===== config.mk =====
export PLATFORM = sky130hd
export DESIGN_NAME = ov7670_dvp_source
export DESIGN_NICKNAME = d
export VERILOG_FILES = /design/src/rtl/ov7670_emu_pkg.sv /design/src/rtl/ov7670_pattern_gen.sv /design/src/rtl/ov7670_dvp_source.sv
export SDC_FILE = /design/constraint.sdc
export NUM_CORES = 1
export LEC_CHECK = 0
export BUFFER_PORTS_ARGS = -buffer_cell sky130_fd_sc_hd__buf_2
export CORE_MARGIN = 1
export CORE_UTILIZATION = 35
export DETAILED_ROUTE_END_ITERATION = 10
export HOLD_SLACK_MARGIN = 0.03
export PLACE_DENSITY = 0.49
export SKIP_CTS_REPAIR_TIMING = 1
export SLEW_MARGIN = 10
export SYNTH_ARGS = -nofsm -noshare
export SYNTH_HDL_FRONTEND = slang
export SYNTH_SLANG_ARGS = --single-unit

===== constraint.sdc =====
create_clock -name clk -period 5.61 [get_ports clk]
set_input_delay 0.2805 -clock clk [delete_from_list [all_inputs] [get_ports clk]]
set_output_delay 0.2805 -clock clk [all_outputs]
set_load 0.02 [all_outputs]

===== src/rtl/ov7670_emu_pkg.sv =====
// Shared types and constants for the OV7670 DVP camera emulator.
package ov7670_emu_pkg;

    typedef enum logic [1:0] {
        RAMP_H = 2'd0,
        RAMP_V = 2'd1,
        BARS   = 2'd2,
        FIXED  = 2'd3
    } pattern_e;

    typedef logic [15:0] rgb565_t;

    // Classic 8-bar order: white, yellow, cyan, green, magenta, red, blue, black.
    localparam rgb565_t BAR_COLORS [8] = '{
        16'hFFFF, 16'hFFE0, 16'h07FF, 16'h07E0,
        16'hF81F, 16'hF800, 16'h001F, 16'h0000
    };

endpackage


===== src/rtl/ov7670_pattern_gen.sv =====
// Combinational RGB565 test-pattern selector for the DVP emulator.
module ov7670_pattern_gen
    import ov7670_emu_pkg::*;
(
    input  logic [15:0] x_i,
    input  logic [15:0] y_i,
    input  logic [2:0]  bar_i,
    input  pattern_e    mode_i,
    input  rgb565_t     fixed_i,
    output rgb565_t     pixel_o
);

    always_comb begin
        pixel_o = '0;
        case (mode_i)
            RAMP_H:  pixel_o = x_i;
            RAMP_V:  pixel_o = y_i;
            BARS:    pixel_o = BAR_COLORS[bar_i];
            FIXED:   pixel_o = fixed_i;
            default: pixel_o = '0;
        endcase
    end

endmodule


===== src/rtl/ov7670_dvp_source.sv =====
// OV7670 DVP output emulator: PCLK/VSYNC/HREF/D frame timing with test patterns.
module ov7670_dvp_source
    import ov7670_emu_pkg::*;
#(
    parameter int WIDTH        = 640,
    parameter int HEIGHT       = 480,
    parameter int HBLANK       = 288,
    parameter int VSYNC_LINES  = 3,
    parameter int VBACK_LINES  = 17,
    parameter int VFRONT_LINES = 10
) (
    input  logic        clk,
    input  logic        rst_n,
    input  logic        enable,
    input  logic [1:0]  mode,
    input  logic [15:0] fixed_pixel,
    output logic        pclk,
    output logic        vsync,
    output logic        href,
    output logic [7:0]  d,
    output logic        frame_done,
    output logic [15:0] frame_cnt,
    output logic        busy
);

    localparam int LINE_LEN  = 2 * WIDTH + HBLANK;
    localparam int FRAME_LEN = VSYNC_LINES + VBACK_LINES + HEIGHT + VFRONT_LINES;

    localparam logic [15:0] H_LAST      = 16'(LINE_LEN - 1);
    localparam logic [15:0] V_LAST      = 16'(FRAME_LEN - 1);
    localparam logic [15:0] H_ACTIVE    = 16'(2 * WIDTH);
    localparam logic [15:0] V_SYNC_END  = 16'(VSYNC_LINES);
    localparam logic [15:0] V_ACT_START = 16'(VSYNC_LINES + VBACK_LINES);
    localparam logic [15:0] V_ACT_END   = 16'(VSYNC_LINES + VBACK_LINES + HEIGHT);
    localparam logic [15:0] BAR_LAST    = 16'(WIDTH / 8 - 1);

    typedef enum logic {IDLE, RUN} state_e;

    state_e      state_q, state_d;
    logic        ph_q;
    logic [15:0] hcnt_q, hcnt_d;
    logic [15:0] vcnt_q, vcnt_d;
    logic [2:0]  bar_q, bar_d;
    logic [15:0] bar_px_q, bar_px_d;
    pattern_e    mode_q, mode_d;
    rgb565_t     fixed_q, fixed_d;
    logic        vsync_q, href_q, frame_done_q;
    logic [7:0]  d_q;
    logic [15:0] frame_cnt_q;

    logic        start;
    logic        run_d, done_d, vsync_d, href_d;
    logic [7:0]  d_d;
    logic [15:0] pix_x, pix_y;
    rgb565_t     pixel;

    // Next raster position for the coming falling slot; outputs are registered from it.
    always_comb begin
        state_d  = state_q;
        hcnt_d   = hcnt_q;
        vcnt_d   = vcnt_q;
        bar_d    = bar_q;
        bar_px_d = bar_px_q;
        mode_d   = mode_q;
        fixed_d  = fixed_q;
        start    = 1'b0;
        if (state_q == IDLE) begin
            start = enable;
        end else if (hcnt_q == H_LAST && vcnt_q == V_LAST) begin
            start = enable;
            if (!enable) begin
                state_d = IDLE;
            end
        end else if (hcnt_q == H_LAST) begin
            hcnt_d   = '0;
            vcnt_d   = vcnt_q + 16'd1;
            bar_d    = '0;
            bar_px_d = '0;
        end else begin
            hcnt_d = hcnt_q + 16'd1;
            // Bar index steps every WIDTH/8 pixels, i.e. on the low-byte to high-byte transition.
            if (hcnt_q[0]) begin
                if (bar_px_q == BAR_LAST) begin
                    bar_px_d = '0;
                    bar_d    = bar_q + 3'd1;
                end else begin
                    bar_px_d = bar_px_q + 16'd1;
                end
            end
        end
        if (start) begin
            state_d  = RUN;
            hcnt_d   = '0;
            vcnt_d   = '0;
            bar_d    = '0;
            bar_px_d = '0;
            mode_d   = pattern_e'(mode);
            fixed_d  = fixed_pixel;
        end
    end

    assign run_d   = (state_d == RUN);
    assign done_d  = run_d && !start && (hcnt_d == H_LAST) && (vcnt_d == V_LAST);
    assign vsync_d = run_d && (vcnt_d < V_SYNC_END);
    assign href_d  = run_d && (vcnt_d >= V_ACT_START) && (vcnt_d < V_ACT_END) && (hcnt_d < H_ACTIVE);
    assign pix_x   = {1'b0, hcnt_d[15:1]};
    assign pix_y   = vcnt_d - V_ACT_START;
    assign d_d     = !href_d ? 8'h00 : (hcnt_d[0] ? pixel[7:0] : pixel[15:8]);

    ov7670_pattern_gen u_pattern_gen (
        .x_i     (pix_x),
        .y_i     (pix_y),
        .bar_i   (bar_d),
        .mode_i  (mode_d),
        .fixed_i (fixed_d),
        .pixel_o (pixel)
    );

    always_ff @(posedge clk or negedge rst_n) begin
        if (!rst_n) begin
            state_q      <= IDLE;
            ph_q         <= 1'b0;
            hcnt_q       <= '0;
            vcnt_q       <= '0;
            bar_q        <= '0;
            bar_px_q     <= '0;
            mode_q       <= RAMP_H;
            fixed_q      <= '0;
            vsync_q      <= 1'b0;
            href_q       <= 1'b0;
            d_q          <= '0;
            frame_done_q <= 1'b0;
            frame_cnt_q  <= '0;
        end else begin
            ph_q         <= ~ph_q;
            frame_done_q <= 1'b0;
            // ph_q high means this edge is the pclk falling edge.
            if (ph_q) begin
                state_q      <= state_d;
                hcnt_q       <= hcnt_d;
                vcnt_q       <= vcnt_d;
                bar_q        <= bar_d;
                bar_px_q     <= bar_px_d;
                mode_q       <= mode_d;
                fixed_q      <= fixed_d;
                vsync_q      <= vsync_d;
                href_q       <= href_d;
                d_q          <= d_d;
                frame_done_q <= done_d;
                if (done_d) begin
                    frame_cnt_q <= frame_cnt_q + 16'd1;
                end
            end
        end
    end

    assign pclk       = ph_q;
    assign vsync      = vsync_q;
    assign href       = href_q;
    assign d          = d_q;
    assign frame_done = frame_done_q;
    assign frame_cnt  = frame_cnt_q;
    assign busy       = (state_q == RUN);

endmodule


-- Word level (Yosys, flattened, before mapping)
Memory sizes are Yosys's and may differ from the RTL's.
Cells that the tools add are included.
- register bits after elaboration: 98
- latch bits: 0
- bits in writable memories: 0
- memory bits (read-only): 128
- input bits: 21
- output and inout port bits: 29
- memories kept: 1
- add/sub/neg operators: 6
- $mul: 0
- div/mod/pow operators: 0
- order comparisons: 5
- equal/unequal tests: 9
- shift operators: 0
- multiplexer cells: 34
- bitwise gates (word level): 2
- reduce and logical (&&, ||, !) cells: 14
- memory list (name ; depth ; bits a word ; rd ports ; clocked after memory_dff ; wr ports ; RTL line ; text):
    (name not given) ; 8 ; 16 ; 1 ; 0 ; 0 ; ov7670_pattern_gen.sv:18 ; BARS: pixel_o = BAR_COLORS[bar_i];
- operators with widths (operator ; number):
    16-bit 2-to-1 mux ; 17
    16-bit by 1-bit adder with 16-bit output (second input constant) ; 4
    16-bit one-hot mux with 4 select lines ; 1
    16-bit by 11-bit equality test with 1-bit output (second input constant) ; 2
    16-bit by 9-bit equality test with 1-bit output (second input constant) ; 2
    3-bit 2-to-1 mux ; 6
    16-bit by 7-bit equality test with 1-bit output (second input constant) ; 1
    16-bit by 5-bit >= comparator with 1-bit output (second input constant) ; 1
    16-bit by 11-bit < comparator with 1-bit output (second input constant) ; 1
    16-bit by 2-bit < comparator with 1-bit output (second input constant) ; 1
    16-bit by 9-bit < comparator with 1-bit output (second input constant) ; 1
    8-bit 2-to-1 mux ; 2
    16-bit by 5-bit subtractor with 16-bit output (second input constant) ; 1
    1-bit logical AND ; 8
    1-bit 2-to-1 mux ; 7
    2-bit equality test (second input constant) ; 2
    4-bit >= comparator (second input constant) ; 1
    3-bit inverter with 4-bit output ; 1
    4-bit AND reduction ; 1
    3-bit by 1-bit adder with 3-bit output (second input constant) ; 1
    3-bit nonzero test ; 1
    2-bit by 1-bit equality test with 1-bit output (second input constant) ; 1
    2-bit zero test ; 1
    2-bit 2-to-1 mux ; 1
    5 further kinds ; 5

-- Depth between registers and ports, before layout
- depth in word-level cells: 14
- gate-level depth with buffers: 18

-- Modules after synthesis
A second synthesis with hierarchy kept.
- cells, all modules: 792
- area, all modules: 7149.4 sq um
- by module, submodules not included (module ; times used ; cells an instance ; area an instance (sq um) ; seq. area each (sq um)):
    ov7670_dvp_source ; 1 ; 769 ; 6713.9 ; 2452.4
    ov7670_pattern_gen ; 1 ; 23 ; 435.4 ; 0.0

-- Worst setup path after synthesis
No wires, ideal clock.
- kind: register to register
- start point: register hcnt_q[1]
- end point: register d_q[0] (netlist: d[0])
- library setup time: 0.078 ns
- data arrival time: 4.158 ns
- required time: 5.532 ns
- slack: 1.374 ns
- stages on the path, launching flop included: 19
- cell sequence: dfrtp_1 > ha_1 > and4_1 > buf_4 > and4_1 > a31oi_1 > nor2_1 > clkbuf_1 > clkbuf_1 > nor2_1 > inv_1 > ha_1 > nor2b_1 > mux2i_1 > a41oi_1 > or2_2 > o2111ai_2 > or4_1 > o2bb2ai_1
- elaborated cells on any way between the ends: 40
- those cells by class: add/sub (2); order compare (3); eq/ne (4); mux (24); bitwise (1); reduce/logical (5); memory (1)
- RTL lines (element ; RTL line ; text):
    start: declaration ; ov7670_dvp_source.sv:41 ; logic [15:0] hcnt_q, hcnt_d;
    start signal: assignment ; ov7670_dvp_source.sv:140 ; hcnt_q <= hcnt_d;
    16-bit by 11-bit equality test with 1-bit output * ; ov7670_dvp_source.sv:69, ov7670_dvp_source.sv:74 ;
    16-bit 2-to-1 mux / 1-bit logical AND (equally long branches) ; ov7670_dvp_source.sv:74, ov7670_dvp_source.sv:69 ;
    16-bit 2-to-1 mux / 1-bit 2-to-1 mux (equally long branches) ; ov7670_dvp_source.sv:69 ; end else if (hcnt_q == H_LAST && vcnt_q == V_LAST) begin
    16-bit 2-to-1 mux / 1-bit 2-to-1 mux (equally long branches) ; ov7670_dvp_source.sv:67 ; if (state_q == IDLE) begin
    16-bit 2-to-1 mux * ; ov7670_dvp_source.sv:91 ; if (start) begin
    named net vcnt_d[2] ; ov7670_dvp_source.sv:42 ; logic [15:0] vcnt_q, vcnt_d;
    branches (longest 4 deep; another with 16-bit by 5-bit subtractor with 16-bit output) ; n/a ;
    8-bit 2-to-1 mux * ; ov7670_dvp_source.sv:108 ; assign d_d = !href_d ? 8'h00 : (hcnt_d[0] ? pixel[7:0] : pixel[15:8]);
    end signal: assignment ; ov7670_dvp_source.sv:131 ; d_q <= '0;
    end signal: assignment ; ov7670_dvp_source.sv:148 ; d_q <= d_d;
    end: declaration ; ov7670_dvp_source.sv:48 ; logic [7:0] d_q;
Mark *: on every way through the listed nets, which the timed path passes. The select of a mux whose other input is x is not followed.
A chain may end at the register's enable or synchronous reset.

-- Worst setup path after layout
- start point: register hcnt_q[0]
- end point: register d_q[0] (netlist: d[0])
- longest elaborated chain between the ends: 12
- elaborated cells on any way between the ends: 41
- those cells by class: add/sub (2); order compare (3); eq/ne (4); mux (25); bitwise (1); reduce/logical (5); memory (1)
- ends and longest elaborated chain (element ; RTL line):
    branches (longest 11 deep; another with 16-bit by 1-bit adder with 16-bit output) ; n/a
    8-bit 2-to-1 mux * ; ov7670_dvp_source.sv:108
Mark *: on every way between the ends. The select of a mux whose other input is x is not followed.

==> impl_metrics.yaml <==
worst_setup_path:
  end_kind: "register"
  cp_slowest_stage_delay_ns: 0.62
  required_ns: 5.90
  worstPathCellList: "ha_1 > and4_1 > and4_1 > o21ai_1 > or4_1 > and3_1 > ha_1 > nor2b_1 > mux2i_1 > a41oi_1 > or2_2 > o2111ai_2 > or4_1 > o2bb2ai_1"
  start_kind: "register"
  crit_fanout: 11
  critPathSlowestCell: "or4_1"
  r2r_cells: 14
  r2r_setup_slack_ns: 0.64
  worst-setup-path-type: "reg2reg"
  reg2reg_to: "d[0]$_DFFE_PN0P_"
  cp.arrival_ns: 5.25
  regToRegStartpoint: "hcnt_q[0]$_DFFE_PN0P_"
sta:
  hold_viol: 0
  finalMaxSlewViolations: 0
  post-route-min-period_ns: 4.97
  fin_worst_skew_ns: 0.00775
  period_share_pct: 88.5
  finalSetupTns_ns: 0
  finalSetupViolations: 0
  grt_setup_unrepaired: "no"
  tightestPinTransition_ns: 0.905
  clock.fmax_ghz: 0.201
  slew_headroom_pct: 39.6
  fin_hold_ws_ns: 0.148
clock_network:
  insertion_delay_ns: 0.36
  cts_tree: "built"
  h-tree-depth: 3
  clk_pin_slew_ns: 0.08
  cts_root_buf: "clkbuf_16"
  cts_made_buffers: 9
  clock_sinks: 98
  clock_path_buffers: 2
routing:
  drt_iter0_markers: 540
  via_per_inst: 5.92
  drc_errors: 0
  drt_pass1_iterations: 5
  wl_per_cell_um: 20.5
  postRouteAntennaNets: 0
  num_vias: 6054
  finalWirelength_mm: 20.9
finish:
  mostFrequentLayoutCells: "97 x dfrtp_1, 67 x nand2_1, 65 x nor2_1"
  fin_cells: 1023
  syn_to_final_growth_pct: 10.3
  layout_commonest_cell: "dfrtp_1"
  fill_cells: 1948
  n_antenna_cell: 0
  drive_gt1_share_pct: 17.1
  final_nets: 814
hold_path:
  whs_endpoint: "fixed_q[5]$_DFFE_PN0P_"
  hp-class: "in2reg"
  hold_depth: 2
  min_from: "fixed_pixel[5]"
global_routing:
  grt_pass1_vias: 5889
  grt_first_pass_wirelength_mm: 33.5
  grt_max_degree: 69
  overflow: 0
  antenna_found_initial: 0
  grt_util_all_layers_pct: 21.9
logic_synthesis:
  synth_seq_area_share_pct: 36.5
  syn-num-nets: 791
  async_flop_share_pct: 100
  syn_inst: 761
  netlist_area_mm2: 0.00672
  synthFlopType: "dfrtp_1"
  synth_cell_types: 87
  ys_ff_latch: 98
  synth_edf_count: 0
  yosys_warnings: 0
  synth.avg_cell_area_um2: 8.83
place:
  numPortBuffers: 49
  place_congestion: 0.919
  dp_cells: 1006
  hpwl_mm: 15.4
floorplan:
  placeableCoreArea_mm2: 0.0188
  die_width_um: 141
  rows: 50
  dieArea_mm2: 0.0198
  fp.dieH_um: 141
  initial_core_util_pct: 35.8
  ioPinCount: 50
outcome:
  outcome: "complete, no violations"
power_and_ir_drop:
  peakVddDrop_mv: 0.142
  power_leakage_nw: 3.25
  power.density_mw_per_mm2: 183
job:
  cap_violations: 0
## Yosys cell counts (all sizes together) (15+ instances only)
cell	count	share of area (%)
mux2	32	5.4
nor3	16	1.3
nand4	21	2.1
buf	17	1.7
and3	18	1.7
clkbuf	33	1.9
xnor2	33	4.3
inv	28	1.6
nand3	45	3.4
xor2	18	2.3
nor2	66	3.7
a21oi	33	2.5
o21ai	48	3.6
nand2	67	3.7
dfrtp	98	36
a31oi	15	1.4
## worst max path at each step
stage | start | to | slack, ns | cells past startpoint
CTS | hcnt_q[0]$_DFFE_PN0P_ | d[0]$_DFFE_PN0P_ | 0.74 | 14
global route | hcnt_q[0]$_DFFE_PN0P_ | d[0]$_DFFE_PN0P_ | 0.23 | 14
floorplan | hcnt_q[1]$_DFFE_PN0P_ | d[0]$_DFFE_PN0P_ | 1.37 | 18
finish | hcnt_q[0]$_DFFE_PN0P_ | d[0]$_DFFE_PN0P_ | 0.64 | 14
global placement | hcnt_q[0]$_DFFE_PN0P_ | d[0]$_DFFE_PN0P_ | 0.95 | 14
detailed placement | hcnt_q[0]$_DFFE_PN0P_ | d[0]$_DFFE_PN0P_ | 0.75 | 14
## power breakdown
part | switching (mW) | total (mW) | internal [mW]
Combinational | 0.0235 | 0.0316 | 0.00813
Sequential | 0.00116 | 0.708 | 0.706
Clock | 0.310 | 0.618 | 0.309
Total | 0.334 | 1.36 | 1.02
## worst max-delay path: cells and delay by family (launching register included)
family | cells | cell delay (ns)
flops | 1 | 0.49
compound gates | 4 | 1.13
fa+ha+maj | 2 | 0.51
mux | 1 | 0.09
simple gates | 7 | 2.65
## registers in the layout (all words and copies together) (netlist names)
register and count:
bar_q 3, pclk 1, fixed_q 16, vsync 1
frame_done 1, busy 1, hcnt_q 16, d 8
mode_q 2, href 1, bar_px_q 16, vcnt_q 16
frame_cnt 16
## per-layer routing
metal | vias to the layer above | routed length [um] | track usage, % | part of all wire [%]
met5 | - | 0 | 0 | 0
met4 | 0 | 639 | 8.98 | 3.1
met3 | 34 | 1160 | 3.45 | 5.5
met2 | 188 | 9530 | 34.7 | 45
met1 | 2977 | 9620 | 29.8 | 46
li1 | 2855 | - | - | -
## cells by family (layout without fill, tap and decap cells)
kind of cell	Yosys count	in the layout	share of synthesized area, %
muxes	41	41	6.76
adders and majority gates	9	9	1.68
buffers and inverters	80	108	5.19
AOI/OAI and AO/OA	191	191	20.3
DFF	98	98	36.5
xor gates and xnor gates	51	51	6.65
and+or+nand+nor	291	291	22.9
## layout make-up
class | count | area (um^2) | area share (%)
multi-input combinational | 583 | 3920 | 52.9
sequential | 98 | 2450 | 33.1
timing repair buffer | 62 | 348 | 4.69
tap | 234 | 293 | 3.95
clock buffer | 9 | 225 | 3.04
inverter | 30 | 113 | 1.52
clock inverter | 7 | 58.8 | 0.793
## per-stage QoR
| stage | total power, mW | setup WS, ns | instance area [um^2] | util [%] |
|---|---|---|---|---|
| 2_1_floorplan | 0.726 | 1.37 | 6720 | - |
| 3_3_place_gp | 0.754 | 0.953 | 7120 | 37.9 |
| 3_5_place_dp | 0.754 | 0.752 | 7120 | 37.9 |
| 4_1_cts | 1.38 | 0.736 | 7400 | 39.4 |
| 5_1_grt | 1.41 | 0.231 | 7410 | 39.5 |
| 6_report | 1.36 | 0.644 | 7410 | 39.5 |
Note: power is estimated with default switching activity, not from simulation.
